File: src/rtl/apu_frame_sequencer.sv
// APU frame sequencer: pulse-channel register file plus quarter/half-frame strobe generator.
// Define APU_FRAME_IRQ_EN to build the sticky frame interrupt; otherwise frame_irq is tied low.
module apu_frame_sequencer #(
  parameter int unsigned STEP_CYCLES = 3729
) (
  input  logic       apu_clk,
  input  logic       rst,
  input  logic       wr_valid,
  output logic       wr_ready,
  input  logic [3:0] wr_addr,
  input  logic [7:0] wr_data,
  input  logic       irq_ack,
  output logic [7:0] p1_reg_0,
  output logic [7:0] p1_reg_1,
  output logic [7:0] p1_reg_2,
  output logic [7:0] p1_reg_3,
  output logic [7:0] p2_reg_0,
  output logic [7:0] p2_reg_1,
  output logic [7:0] p2_reg_2,
  output logic [7:0] p2_reg_3,
  output logic       qtr_clk,
  output logic       hlf_clk,
  output logic       frame_irq
);

  typedef enum logic [1:0] {IDLE, RUN, RELOAD} state_t;

  localparam logic [15:0] LAST_COUNT = 16'(STEP_CYCLES - 1);

  state_t      state_q, state_d;
  logic [15:0] presc_q, presc_d;
  logic [2:0]  step_q, step_d;
  logic        mode_q, mode_d;
  logic        qtr_q, qtr_d;
  logic        hlf_q, hlf_d;
  logic [7:0]  regs_q [8];
  logic [7:0]  regs_d [8];
  logic        wr_fire, ctrl_fire, wrap;

  assign wr_ready  = (state_q != RELOAD);
  assign wr_fire   = wr_valid && wr_ready;
  assign ctrl_fire = wr_fire && (wr_addr == 4'd8);
  // A control write on the wrap edge suppresses the step.
  assign wrap      = wr_ready && !ctrl_fire && (presc_q == LAST_COUNT);

  always_comb begin
    regs_d = regs_q;
    if (wr_fire && !wr_addr[3]) regs_d[wr_addr[2:0]] = wr_data;
  end

  always_comb begin
    state_d = state_q;
    presc_d = presc_q;
    step_d  = step_q;
    mode_d  = mode_q;
    qtr_d   = 1'b0;
    hlf_d   = 1'b0;
    if (state_q == RELOAD) begin
      state_d = RUN;
    end else if (ctrl_fire) begin
      state_d = RELOAD;
      presc_d = '0;
      step_d  = '0;
      mode_d  = wr_data[7];
      qtr_d   = wr_data[7];
      hlf_d   = wr_data[7];
    end else if (wrap) begin
      presc_d = '0;
      if (!mode_q) begin
        qtr_d  = 1'b1;
        hlf_d  = step_q[0];
        step_d = (step_q == 3'd3) ? 3'd0 : step_q + 3'd1;
      end else begin
        qtr_d  = (step_q != 3'd3);
        hlf_d  = (step_q == 3'd1) || (step_q == 3'd4);
        step_d = (step_q >= 3'd4) ? 3'd0 : step_q + 3'd1;
      end
    end else begin
      presc_d = presc_q + 16'd1;
    end
  end

  always_ff @(posedge apu_clk or posedge rst) begin
    if (rst) begin
      state_q <= IDLE;
      presc_q <= '0;
      step_q  <= '0;
      mode_q  <= 1'b0;
      qtr_q   <= 1'b0;
      hlf_q   <= 1'b0;
      for (int i = 0; i < 8; i++) regs_q[i] <= '0;
    end else begin
      state_q <= state_d;
      presc_q <= presc_d;
      step_q  <= step_d;
      mode_q  <= mode_d;
      qtr_q   <= qtr_d;
      hlf_q   <= hlf_d;
      regs_q  <= regs_d;
    end
  end

`ifdef APU_FRAME_IRQ_EN
  logic inhibit_q, inhibit_d;
  logic irq_q, irq_d;

  // Set beats acknowledge, so the set is applied last.
  always_comb begin
    inhibit_d = inhibit_q;
    irq_d     = irq_q;
    if (irq_ack) irq_d = 1'b0;
    if (ctrl_fire) begin
      inhibit_d = wr_data[6];
      if (wr_data[6]) irq_d = 1'b0;
    end
    if (wrap && !mode_q && (step_q == 3'd3) && !inhibit_q) irq_d = 1'b1;
  end

  always_ff @(posedge apu_clk or posedge rst) begin
    if (rst) begin
      inhibit_q <= 1'b0;
      irq_q     <= 1'b0;
    end else begin
      inhibit_q <= inhibit_d;
      irq_q     <= irq_d;
    end
  end

  assign frame_irq = irq_q;
`else
  logic unused_irq_ack;
  assign unused_irq_ack = irq_ack;
  assign frame_irq      = 1'b0;
`endif

  assign qtr_clk  = qtr_q;
  assign hlf_clk  = hlf_q;
  assign p1_reg_0 = regs_q[0];
  assign p1_reg_1 = regs_q[1];
  assign p1_reg_2 = regs_q[2];
  assign p1_reg_3 = regs_q[3];
  assign p2_reg_0 = regs_q[4];
  assign p2_reg_1 = regs_q[5];
  assign p2_reg_2 = regs_q[6];
  assign p2_reg_3 = regs_q[7];

endmodule

File: config.mk
export PLATFORM = sky130hd
export DESIGN_NAME = apu_frame_sequencer
export DESIGN_NICKNAME = d
export VERILOG_FILES = /design/src/rtl/apu_frame_sequencer.sv
export SDC_FILE = /design/constraint.sdc
export NUM_CORES = 1
export LEC_CHECK = 0
export ABC_CLOCK_PERIOD_IN_PS = 3300
export CAP_MARGIN = 10
export CORE_AREA = 3 3 84 102
export CTS_CLUSTER_SIZE = 16
export DETAILED_ROUTE_END_ITERATION = 10
export DIE_AREA = 0 0 87 105
export GPL_ROUTABILITY_DRIVEN = 0
export GPL_TIMING_DRIVEN = 0
export PLACE_DENSITY = 0.85
export SETUP_SLACK_MARGIN = 0.05
export SYNTH_ARGS = -nofsm -noshare
export SYNTH_HDL_FRONTEND = slang
export SYNTH_SLANG_ARGS = --single-unit
export TNS_END_PERCENT = 1
File: constraint.sdc
create_clock -name apu_clk -period 3.3 [get_ports apu_clk]
set_clock_uncertainty 0.15 [all_clocks]
set_input_delay 0.33 -clock apu_clk [delete_from_list [all_inputs] [get_ports apu_clk]]
set_output_delay 0.33 -clock apu_clk [all_outputs]
set_load 0.05 [all_outputs]
==> results.toml <==
[cts]
clock_tree.root_cell = "clkbuf_8"
cts_tree = "built"
worstSkewPairLatency_ns = 0.35
ctsHoldBuffers = 0
clk_path_buf_depth = 2
cts_made_buffers = 9
clock_sinks = 88
cts_setup_buffers = 0
path_clk_slew_ns = 0.09
cts.htree.levels = 3
cts_resized = 0

[timing]
rsz0062_at_grt = "no"
max_slew_margin = 0.596
post-route-period-util = 0.889
setup_viol_count_final = 0
finalCriticalPeriod_ns = 2.93
max_freq_mhz = 341
finalMaxSlewViolations = 0
finalHoldViolations = 0
tightest_slew_ns = 0.607

[layout]
diodes = 0
nets = 398
drive_above_1_share = 0.247
layout.cells.non_filler = 473
final_common_cell = "dfrtp_1"
stdcell_area_um2 = 4930
mostFrequentLayoutCells = "88 x dfrtp_1, 79 x clkdlybuf4s50_1, 63 x mux2_2, 12 x o21ai_0, 11 x nand2_1"
final.fill_count = 558
area_delta_synth_final_pct = 28.9

[drt]
vias = 2682
drc = 0
wl_per_cell_um = 17.4
drtIter0Drc = 90
ant_nets = 0
vias_per_cell = 5.67
wirelength_um = 8240
firstDrtPassIters = 4

[synthesis]
ys_types = 46
syn_area_um2 = 3820
synth_adder_area_share = 0.0164
synth-compound-area-share = 0.0491
avgSynthCellArea_um2 = 13.4
synthXorXnorAreaFrac = 0.0115
synth_top_family_by_area = "multiplexers"
synth_edf_count = 0
ys.flop_type = "dfrtp_1"
yosysSeqAreaShare = 0.576
synth_mux_area_frac = 0.194
synth_cells = 286
post_synth_and_or_nand_nor_area_fraction = 0.126
synth_nets = 307
synth-async-reset-ratio = 1.00
synth_warnings = 0
synth-seq-cells = 88

[global_routing]
grt_pass1_vias = 2723
grt_max_degree = 76
grt_overflow = 0
grt_pass1_wl_um = 13700
grt_usage = 0.193
antenna_found_initial = 0

[floorplanning]
start_util = 0.499
dieArea_um2 = 9140
ios = 84
die_x_um = 87
coreArea_um2 = 7660
rows = 35
die_y_um = 105

[power]
vdd_drop_max_uv = 550
cellLeakagePower_uw = 0.00210
power_uw = 3860
power.density_nw_per_um2 = 784

[hold_path]
min-delay-path-class = "in -> async"

[setup_path]
cp-start-kind = "register"
path_class = "reg -> out"
endpoint_kind = "output pin"
cp_max_fo = 10
cp.required_ns = 2.82
cp.arrival_ns = 2.45

[run]
drv_cap = 0

[place]
dpl_cell_area_um2 = 4760
dp_hpwl_um = 6150
dp_cells = 458
port_buffers = 79

[status]
outcome = "finished clean"
routing by layer:
metal  up-vias  routed length [um]  GRT usage
met5         -                   0          0
met2       108                4250      0.323
met3        15                 530     0.0489
met4         0                 152     0.0557
li1       1211                   -          -
met1      1348                3300      0.244
final cells by class:
cell class / count / area [um^2] / area share
Inverter: 9 / 36.3 / 0.00737
Buffer: 10 / 63.8 / 0.0130
Clock buffer: 9 / 124 / 0.0251
Clock inverter: 6 / 45.0 / 0.00914
Multi-Input combinational cell: 179 / 1520 / 0.309
Sequential cell: 88 / 2200 / 0.447
Timing Repair Buffer: 80 / 818 / 0.166
Tap cell: 92 / 115 / 0.0234
Yosys cell counts, types with 5 or more instances:
library cell  instances  area [um^2]
xor2_1                5         43.8
nand2_1              11         41.3
a21oi_1               9         45.0
inv_1                 8         30.0
o21ai_0              12         60.1
nor2_1                7         26.3
clkbuf_1              6         22.5
ha_1                  5         62.6
dfrtp_1              88         2200
nand3_1              10         50.1
nand4_1               8         50.1
mux2_2               63          709
sequential cells by signal, summed over array words and instances, names as in the netlist:
register,count
p2_reg_1,8
p1_reg_1,8
hlf_clk,1
p1_reg_3,8
p1_reg_2,8
p2_reg_3,8
state_q,2
p2_reg_0,8
qtr_clk,1
presc_q,16
p1_reg_0,8
step_q,3
p2_reg_2,8
mode_q,1
where the power goes:
| part | leakage [uW] | total [uW] | switching, uW | internal, uW |
|---|---|---|---|---|
| logic | 0.000917 | 1680 | 1070 | 609 |
| clock network | 0.0000781 | 657 | 384 | 273 |
| registers | 0.00111 | 1520 | 179 | 1340 |
cell families (layout without fill, tap and decap cells):
kind of cell | after synthesis | count (layout)
buffers and inverters | 19 | 114
other | 1 | 1
multiplexers | 66 | 66
adder cells (fa/ha/maj) | 5 | 5
flip-flops | 88 | 88
XOR/XNOR | 5 | 5
AND/OR/NAND/NOR | 72 | 72
AO/OA/AOI/OAI | 30 | 30
final timing paths:
| path | start | end | slack (ns) | cells past startpoint |
|---|---|---|---|---|
| worst min register to register | state_q[1]$_DFFE_PP0P_ | state_q[1]$_DFFE_PP0P_ | 0.35 | 1 |
| max in group asynchronous | rst | p1_reg_0[6]$_DFFE_PP0P_ | 2.32 | 3 |
| worst max register to register | presc_q[0]$_DFFE_PP0P_ | presc_q[11]$_DFFE_PP0P_ | 0.79 | 7 |
| worst min-delay path | rst | step_q[0]$_DFFE_PP0P_ | 0.09 | 2 |
| min in group apu_clk | state_q[1]$_DFFE_PP0P_ | state_q[1]$_DFFE_PP0P_ | 0.35 | 1 |
| worst max-delay path | state_q[1]$_DFFE_PP0P_ | wr_ready | 0.37 | 5 |
per-stage QoR:
step | hold WS (ns) | setup slack (ns) | setup TNS (ns) | utilization
3_3_place_gp | 0.319 | -0.720 | -62.82 | 0.617
6_report | 0.0872 | 0.367 | 0 | 0.643
5_1_grt | 0.0926 | 0.246 | 0 | 0.643
3_5_place_dp | 0.336 | 0.661 | 0 | 0.621
4_1_cts | 0.0862 | 0.362 | 0 | 0.643
2_1_floorplan | 0.304 | 0.541 | 0 | -
worst max-delay path, cell delays in order, from the launching register on:
cell	delay, ns
dfrtp_1	0.40
nor2b_1	0.15
buf_6	0.14
clkinv_1	0.16
clkbuf_1	0.36
clkdlybuf4s50_1	0.89
Power figures use the tool's default switching activity.
